<file path="src/rtl/updown_mod_counter_if.sv">
// Control and status bundle for updown_mod_counter: count controls in, count/flags out.
// No valid/ready: every rising clk edge is one transaction, and inputs are sampled at that edge.
interface updown_mod_counter_if #(
  parameter int WIDTH = 4
);
  logic             en;
  logic             up;
  logic             load;
  logic [WIDTH-1:0] din;
  logic             clr_ovf;
  logic [WIDTH-1:0] out;
  logic             tc;
  logic             wrap;
  logic             ovf;

  modport master (
    output en, up, load, din, clr_ovf,
    input  out, tc, wrap, ovf
  );

  modport slave (
    input  en, up, load, din, clr_ovf,
    output out, tc, wrap, ovf
  );
endinterface

</file>
<file path="src/rtl/updown_mod_counter.sv">
// Up/down modulo-(MAX+1) counter with load, terminal count, wrap pulse and sticky overflow.
// Define UPDOWN_MOD_COUNTER_SAT_EN for saturating mode (holds at the limits, wrap tied low).
module updown_mod_counter #(
  parameter int WIDTH = 4,
  parameter int MAX   = 2**WIDTH-1
) (
  input  logic                 clk,
  input  logic                 rst,
  updown_mod_counter_if.slave  bus
);
  localparam logic [WIDTH-1:0] MAX_V = WIDTH'(MAX);

  logic [WIDTH-1:0] count;
  logic [WIDTH-1:0] count_nxt;
  logic [WIDTH-1:0] load_val;
  logic             at_top;
  logic             at_bot;
  logic             tc;
  logic             wrap_r;
  logic             wrap_nxt;
  logic             ovf_r;
  logic             ovf_set;

  assign at_top   = (count == MAX_V);
  assign at_bot   = (count == '0);
  assign tc       = bus.en & ~bus.load & ((bus.up & at_top) | (~bus.up & at_bot));
  assign load_val = (bus.din > MAX_V) ? MAX_V : bus.din;

  // tc is exactly "a count is attempted at the limit": a wrap event, or a
  // blocked attempt in saturating mode. Either way it sets ovf.
  assign ovf_set = tc;

`ifdef UPDOWN_MOD_COUNTER_SAT_EN
  assign wrap_nxt = 1'b0;

  always_comb begin
    count_nxt = count;
    if (bus.load) begin
      count_nxt = load_val;
    end else if (bus.en) begin
      if (bus.up) begin
        count_nxt = at_top ? MAX_V : count + 1'b1;
      end else begin
        count_nxt = at_bot ? '0 : count - 1'b1;
      end
    end
  end
`else
  assign wrap_nxt = tc;

  always_comb begin
    count_nxt = count;
    if (bus.load) begin
      count_nxt = load_val;
    end else if (bus.en) begin
      if (bus.up) begin
        count_nxt = at_top ? '0 : count + 1'b1;
      end else begin
        count_nxt = at_bot ? MAX_V : count - 1'b1;
      end
    end
  end
`endif

  always_ff @(posedge clk) begin
    if (rst) begin
      count  <= '0;
      wrap_r <= 1'b0;
      ovf_r  <= 1'b0;
    end else begin
      count  <= count_nxt;
      wrap_r <= wrap_nxt;
      // set wins over clear on the same edge
      if (ovf_set) begin
        ovf_r <= 1'b1;
      end else if (bus.clr_ovf) begin
        ovf_r <= 1'b0;
      end
    end
  end

  assign bus.out  = count;
  assign bus.tc   = tc;
  assign bus.wrap = wrap_r;
  assign bus.ovf  = ovf_r;
endmodule

</file>
<file path="src/flat_wrapper.sv">
// flat-port wrapper written by rule: the top's interface ports become plain ports
module updown_mod_counter_flat 
#(
  parameter int WIDTH = 4,
  parameter int MAX   = 2**WIDTH-1
)
  (clk, rst, bus_en, bus_up, bus_load, bus_din, bus_clr_ovf, bus_out, bus_tc, bus_wrap, bus_ovf);
  updown_mod_counter_if #(.WIDTH(WIDTH)) bus_i ();
  input  logic clk;
  input  logic rst;
  input wire logic [$bits(bus_i.en)-1:0] bus_en;
  input wire logic [$bits(bus_i.up)-1:0] bus_up;
  input wire logic [$bits(bus_i.load)-1:0] bus_load;
  input wire logic [$bits(bus_i.din)-1:0] bus_din;
  input wire logic [$bits(bus_i.clr_ovf)-1:0] bus_clr_ovf;
  output wire logic [$bits(bus_i.out)-1:0] bus_out;
  output wire logic [$bits(bus_i.tc)-1:0] bus_tc;
  output wire logic [$bits(bus_i.wrap)-1:0] bus_wrap;
  output wire logic [$bits(bus_i.ovf)-1:0] bus_ovf;
  assign bus_i.en = bus_en;
  assign bus_i.up = bus_up;
  assign bus_i.load = bus_load;
  assign bus_i.din = bus_din;
  assign bus_i.clr_ovf = bus_clr_ovf;
  assign bus_out = bus_i.out;
  assign bus_tc = bus_i.tc;
  assign bus_wrap = bus_i.wrap;
  assign bus_ovf = bus_i.ovf;
  updown_mod_counter #(.WIDTH(WIDTH), .MAX(MAX)) u_core (.clk(clk), .rst(rst), .bus(bus_i));
endmodule
</file>
<file path="config.mk">
export PLATFORM = sky130hd
export DESIGN_NAME = updown_mod_counter_flat
export DESIGN_NICKNAME = d
export VERILOG_FILES = /design/src/rtl/updown_mod_counter_if.sv /design/src/rtl/updown_mod_counter.sv /design/src/flat_wrapper.sv
export SDC_FILE = /design/constraint.sdc
export NUM_CORES = 1
export LEC_CHECK = 0
export BUFFER_PORTS_ARGS = -buffer_cell sky130_fd_sc_hd__buf_2
export CAP_MARGIN = 10
export CORE_AREA = 2 2 39 41
export CTS_CLUSTER_SIZE = 30
export DETAILED_ROUTE_END_ITERATION = 8
export DIE_AREA = 0 0 41 43
export PLACE_DENSITY_LB_ADDON = 0.05
export SYNTH_ARGS = -nofsm -noshare
export SYNTH_HDL_FRONTEND = slang
export SYNTH_SLANG_ARGS = --single-unit
</file>
<file path="constraint.sdc">
create_clock -name clk -period 3.7 [get_ports clk]
set_input_delay 0.555 -clock clk [delete_from_list [all_inputs] [get_ports clk]]
set_output_delay 0.555 -clock clk [all_outputs]
set_load 0.02 [all_outputs]
</file>
=== After elaboration in Yosys (flattened, before gate mapping) ===
Cells that the tools add are included.

* Output and inout bits: 7
* Memory bits (read-only): 0
* Memories: 0
* Memory bits (writable): 0
* Register bits: 6
* Latch bits: 0

* Add/sub/neg operators: 2
* Shifts and indexed selects: 0
* Equal/unequal tests: 1
* Bitwise logic cells: 7
* Reduce and logical (&&, ||, !) cells: 3
* Magnitude comparators: 1
* Multiplexer cells: 8
* Multipliers: 0
* Divide/modulo/power cells: 0

{| class="wikitable"
|+ Operator list
! cell !! count
|-
| 4-bit two-way mux || 6
|-
| 4-bit by 1-bit adder with 4-bit output (second input constant) || 1
|-
| 1-bit bitwise AND || 4
|-
| 4-bit equality test (second input constant) || 1
|-
| 4-bit greater-than comparator (second input constant) || 1
|-
| 4-bit logical NOT || 1
|-
| 2-bit nonzero test || 2
|-
| 4-bit by 1-bit subtractor with 4-bit output (second input constant) || 1
|-
| 1-bit two-way mux || 2
|-
| 1-bit inverter || 2
|-
| 1-bit bitwise OR || 1
|}

=== Logic depth before layout (Yosys ltp) ===
* Depth in word-level cells: 5
* Gate-level depth with buffers: 6
* Gate-level depth less buffers: 6

=== Least setup slack after synthesis ===
No wires, ideal clock.

* Kind: input to output
* Start point: in bus_up
* End point: out bus_tc
* Arrival: 1492 ps
* Setup slack: 1653 ps
* Stages: 5
* Data required time: 3145 ps
* Cell sequence: clkbuf_1 -> or3b_1 -> o21ai_0 -> nand3_1 -> inv_1

* Cells in the longest elaborated chain, start to end: 4
* Elaborated cells on any way between the ends: 5
* Classes of those cells: bitwise (5)

{| class="wikitable"
|+ Ends and longest elaborated chain
! item !! line !! RTL
|-
| start: declaration || flat_wrapper.sv:12 || <nowiki>input wire logic [$bits(bus_i.up)-1:0] bus_up;</nowiki>
|-
| 1-bit inverter || updown_mod_counter.sv:26 || <nowiki>assign tc = bus.en & ~bus.load & ((bus.up & at_top) | (~bus.up & at_bot));</nowiki>
|-
| 1-bit bitwise AND || updown_mod_counter.sv:26 ||
|-
| 1-bit bitwise OR * || updown_mod_counter.sv:26 ||
|-
| 1-bit bitwise AND * || updown_mod_counter.sv:26 ||
|-
| end: declaration || flat_wrapper.sv:17 || <nowiki>output wire logic [$bits(bus_i.tc)-1:0] bus_tc;</nowiki>
|}

Mark *: on every way between the ends. The rest lies on a longest branch, timed or not.

=== Worst setup path after layout ===
* Start point: reg u_core.count[0], in the netlist u_core.bus.out[0]
* End point: out bus_tc

* Cells in the longest elaborated chain, start to end: 4
* Elaborated cells on any way between the ends: 6
* Classes of those cells: eq/ne (1); bitwise (4); reduce/logical (1)

{| class="wikitable"
|+ Ends and longest elaborated chain
! item !! line !! RTL
|-
| start: declaration || updown_mod_counter.sv:13 || <nowiki>logic [WIDTH-1:0] count;</nowiki>
|-
| start signal: assignment || updown_mod_counter.sv:71 || <nowiki>count <= count_nxt;</nowiki>
|-
| 4-bit equality test or 4-bit logical NOT (tied branches) || updown_mod_counter.sv:24, updown_mod_counter.sv:25 ||
|-
| 1-bit bitwise AND || updown_mod_counter.sv:26 ||
|-
| 1-bit bitwise OR * || updown_mod_counter.sv:26 ||
|-
| 1-bit bitwise AND * || updown_mod_counter.sv:26 ||
|}

Marks and branches as above.

==> impl_metrics.prom <==
# TYPE chip_impl_metric gauge
chip_impl_info{name="result_of_the_run",value="finished clean"} 1
chip_impl_metric{name="io_buffer_count",unit=""} 16
chip_impl_metric{name="final_cell_count_no_fill",unit=""} 83
chip_impl_metric{name="cpPeakStageDelay",unit="ps"} 380
chip_impl_metric{name="layout_min_cycle_time",unit="ps"} 2350
chip_impl_info{name="netlist.top_cell.by_area",value="sky130_fd_sc_hd__dfxtp_1"} 1
chip_impl_metric{name="wirelength",unit="mm"} 1.01
chip_impl_info{name="setup.worst_path.class",value="reg -> out"} 1
chip_impl_metric{name="p_clk_frac",unit=""} 0.340
chip_impl_metric{name="ys_ff_latch",unit=""} 6
chip_impl_info{name="yosysMostFrequentCell",value="sky130_fd_sc_hd__dfxtp_1"} 1
chip_impl_metric{name="max-slew-margin-rel",unit=""} 0.809
chip_impl_metric{name="post_cts.resized_instances",unit=""} 0
chip_impl_metric{name="final_nets",unit=""} 81
chip_impl_metric{name="drt_first_iter_violations",unit=""} 6
chip_impl_metric{name="synth-edff-count",unit=""} 0
chip_impl_metric{name="critical_path.max_fanout",unit=""} 8
chip_impl_metric{name="route.detailed.wl_per_inst",unit="um"} 12.1
chip_impl_metric{name="via_per_inst",unit=""} 4.90
chip_impl_metric{name="power_frac_seq",unit=""} 0.409
chip_impl_metric{name="fraction_of_final_layout_cells_sized_beyond_drive_strength_1",unit=""} 0.328
chip_impl_metric{name="syn-num-nets",unit=""} 62
chip_impl_metric{name="gp_congestion",unit=""} 0.795
chip_impl_metric{name="number_of_rows_created_at_floorplan",unit=""} 14
chip_impl_metric{name="post_synth_num_cell_types",unit=""} 24
chip_impl_metric{name="synth_warnings",unit=""} 0
chip_impl_metric{name="synthesis.instances",unit=""} 50
chip_impl_metric{name="initial_core_util",unit=""} 0.284
chip_impl_metric{name="tritoncts_num_sinks",unit=""} 6
chip_impl_metric{name="num_vias",unit=""} 407
chip_impl_metric{name="cts_buffers",unit=""} 3
chip_impl_metric{name="pwr-share-comb",unit=""} 0.250
chip_impl_metric{name="setup_violations",unit=""} 0
chip_impl_metric{name="final.period_utilization",unit=""} 0.635
chip_impl_info{name="ys_flop_type",value="sky130_fd_sc_hd__dfxtp_1"} 1
chip_impl_metric{name="pin_count",unit=""} 17
chip_impl_metric{name="yosysSeqAreaShare",unit=""} 0.306
chip_impl_info{name="start_kind",value="register"} 1
chip_impl_metric{name="total_leakage_power",unit="nW"} 0.239
chip_impl_metric{name="switching_share",unit=""} 0.315
chip_impl_info{name="rsz0062_at_grt",value="false"} 1
chip_impl_info{name="min_path_type",value="reg -> reg"} 1
chip_impl_metric{name="largest_net_degree_at_the_start_of_global_routing",unit=""} 10
chip_impl_metric{name="core_area",unit="um^2"} 1380
chip_impl_metric{name="cp_data_required_time",unit="ps"} 3140
chip_impl_metric{name="fin_skew",unit="ps"} 3.21
chip_impl_metric{name="dp_hpwl",unit="um"} 733
chip_impl_info{name="synth_commonest_cells",value="6 x sky130_fd_sc_hd__dfxtp_1, 5 x sky130_fd_sc_hd__a21oi_1, 4 x sky130_fd_sc_hd__inv_1, 4 x sky130_fd_sc_hd__nor2_1, 4 x sky130_fd_sc_hd__o21ai_0"} 1
chip_impl_metric{name="internal-power",unit="uW"} 126
chip_impl_metric{name="worstMarginPinSlew",unit="ps"} 287
chip_impl_metric{name="power_switching",unit="uW"} 58.0
chip_impl_metric{name="cts-root-to-sink-buffers",unit=""} 2
chip_impl_metric{name="dpl.cell_count",unit=""} 80
chip_impl_metric{name="post-synth-top-area-fraction",unit=""} 0.306
chip_impl_metric{name="grt_first_pass_wirelength",unit="mm"} 1.53
chip_impl_metric{name="vias_in_the_first_global_route",unit=""} 358
chip_impl_metric{name="cts.reportedPaths.clkPinSlew",unit="ps"} 50
chip_impl_metric{name="fillCellCount",unit=""} 161
chip_impl_metric{name="max_capacitance_violation_count",unit=""} 0
chip_impl_metric{name="final_number_of_max_transition_violations",unit=""} 0
chip_impl_info{name="endpoint_kind",value="primary output"} 1
chip_impl_metric{name="final.setup.tns",unit="ps"} 0
chip_impl_metric{name="timing.fmax",unit="MHz"} 426
chip_impl_metric{name="grt-ovfl-total",unit=""} 0
chip_impl_info{name="cts_tree",value="yes"} 1
chip_impl_info{name="ys_top_cells_by_area",value="sky130_fd_sc_hd__dfxtp_1 31%, sky130_fd_sc_hd__a21oi_1 6.4%, sky130_fd_sc_hd__ha_1 6.4%, sky130_fd_sc_hd__o21ai_0 5.1%, sky130_fd_sc_hd__xnor2_1 4.5%"} 1
chip_impl_metric{name="pwr_density_cell",unit="nW/um^2"} 363
chip_impl_metric{name="antenna_cells_inserted",unit=""} 0
chip_impl_metric{name="antenna_found_initial",unit=""} 0
chip_impl_metric{name="drt-pass1-iter-count",unit=""} 2
chip_impl_metric{name="post_synth_instance_area",unit="um^2"} 393
chip_impl_info{name="cts_root_buffer_type",value="sky130_fd_sc_hd__clkbuf_4"} 1
chip_impl_metric{name="htree_levels",unit=""} 1
chip_impl_metric{name="floorplan.die_area",unit="um^2"} 1760
chip_impl_metric{name="global_route.usage.total",unit=""} 0.131
chip_impl_metric{name="final_hold_viol_count",unit=""} 0
chip_impl_metric{name="ffs_w_async_s_r_synth",unit=""} 0
chip_impl_metric{name="postCtsSetupRepairBufs",unit=""} 0
chip_impl_metric{name="crit_arrival",unit="ps"} 1790
chip_impl_info{name="path_cells",value="inv_2 -> ha_1 -> or3b_1 -> o21ai_0 -> nand3_1 -> inv_1 -> buf_2"} 1
chip_impl_metric{name="chipHeight",unit="um"} 43
chip_impl_metric{name="worst_skew_pair.late_latency",unit="ps"} 250
chip_impl_metric{name="synthesis.area_per_instance",unit="um^2"} 7.86
chip_impl_metric{name="hold_buffers",unit=""} 0
chip_impl_metric{name="irDropWorstVdd",unit="V"} 0.000172
chip_impl_metric{name="drc",unit=""} 0
chip_impl_metric{name="syn2layout_area_growth",unit="%"} 29.3
chip_impl_info{name="cpMaxStageDelayCell",value="sky130_fd_sc_hd__dfxtp_1"} 1
chip_impl_metric{name="die_w",unit="um"} 41
chip_impl_metric{name="detail-route-antenna-nets",unit=""} 0
cell type report:
class                           count  area [um^2]  share of cell area
Clock buffer                        3         22.5              0.0443
Inverter                            5         18.8              0.0369
Multi-Input combinational cell     37          246               0.485
Sequential cell                     6          120               0.236
Tap cell                           16         20.0              0.0394
Timing Repair Buffer               16         80.1               0.158
final timing paths:
kind	end	slack, ps	cells after the start	start
worst min-delay path	u_core.bus.ovf	480	2	u_core.bus.ovf
worst max register to register	u_core.bus.out[0]	2150	6	u_core.bus.out[0]
worst min register to register	u_core.bus.ovf	480	2	u_core.bus.ovf
worst max-delay path	bus_tc	1350	7	u_core.bus.out[0]
state kept, by name, indices dropped and copies added, names as in the netlist:
| signal | count |
|---|---|
| u_core.bus.ovf | 1 |
| u_core.bus.wrap | 1 |
| u_core.bus.out | 4 |
metrics by stage:
stage,total power [mW],setup slack (ps),util,instance area (um^2),hold WS (ps)
after floorplan,0.107,1650,-,393,541
after global placement,0.123,1590,0.351,485,467
after detailed placement,0.123,1570,0.351,485,470
after CTS,0.186,1330,0.367,508,479
after global routing,0.195,1230,0.367,508,528
final,0.184,1350,0.367,508,478
critical path: cells and delay by family (launching register included):
family                   cells  cell delay, ps
adder cells (fa/ha/maj)      1             190
AO/OA/AOI/OAI                1             150
flip-flops                   1             380
AND/OR/NAND/NOR              2             510
buffers and inverters        3             310
placed cells by master (no fill, tap or decap):
cell type,instances
sky130_fd_sc_hd__clkbuf_4,3
sky130_fd_sc_hd__buf_2,16
sky130_fd_sc_hd__nor2_1,4
sky130_fd_sc_hd__inv_1,4
sky130_fd_sc_hd__or3_1,1
sky130_fd_sc_hd__a31oi_1,1
sky130_fd_sc_hd__a311o_1,1
sky130_fd_sc_hd__nand2_1,3
sky130_fd_sc_hd__mux2_2,1
sky130_fd_sc_hd__a21oi_1,5
sky130_fd_sc_hd__or3b_1,1
sky130_fd_sc_hd__o221ai_1,1
sky130_fd_sc_hd__mux2i_1,1
sky130_fd_sc_hd__and3_1,1
sky130_fd_sc_hd__nand2b_1,2
sky130_fd_sc_hd__nor3b_1,1
sky130_fd_sc_hd__nand3_1,1
sky130_fd_sc_hd__o22ai_2,1
sky130_fd_sc_hd__dfxtp_1,6
sky130_fd_sc_hd__ha_1,2
sky130_fd_sc_hd__xnor2_1,2
sky130_fd_sc_hd__inv_2,1
sky130_fd_sc_hd__o21ai_0,4
sky130_fd_sc_hd__nand4_1,2
sky130_fd_sc_hd__a211oi_1,2
per-layer routing:
| metal | share of wire | wire [um] | vias up | track usage |
|---|---|---|---|---|
| met3 | 0.063 | 63 | 0 | 0.0471 |
| met2 | 0.45 | 451 | 13 | 0.191 |
| met4 | 0 | 0 | 0 | 0.0600 |
| li1 | - | - | 218 | - |
| met1 | 0.49 | 491 | 176 | 0.164 |
| met5 | 0 | 0 | - | 0 |
power groups by stage:
stage,sequential [mW],combinational [mW],clock [mW]
after floorplan,0.0803,0.0263,0
after global placement,0.0770,0.0465,0
after detailed placement,0.0768,0.0457,0
after CTS,0.0755,0.0461,0.0646
after global routing,0.0766,0.0509,0.0674
final,0.0754,0.0461,0.0627
logic make-up (layout without fill, tap and decap cells):
family / after synthesis / in the layout / synth area share
AO/OA/AOI/OAI: 15 / 15 / 0.248
XOR/XNOR: 2 / 2 / 0.0446
adder cells (fa/ha/maj): 2 / 2 / 0.0637
buffers and inverters: 7 / 24 / 0.0669
flip-flops: 6 / 6 / 0.306
multiplexers: 2 / 2 / 0.0541
AND/OR/NAND/NOR: 16 / 16 / 0.217
No activity file was read; power rests on OpenSTA's default activity.
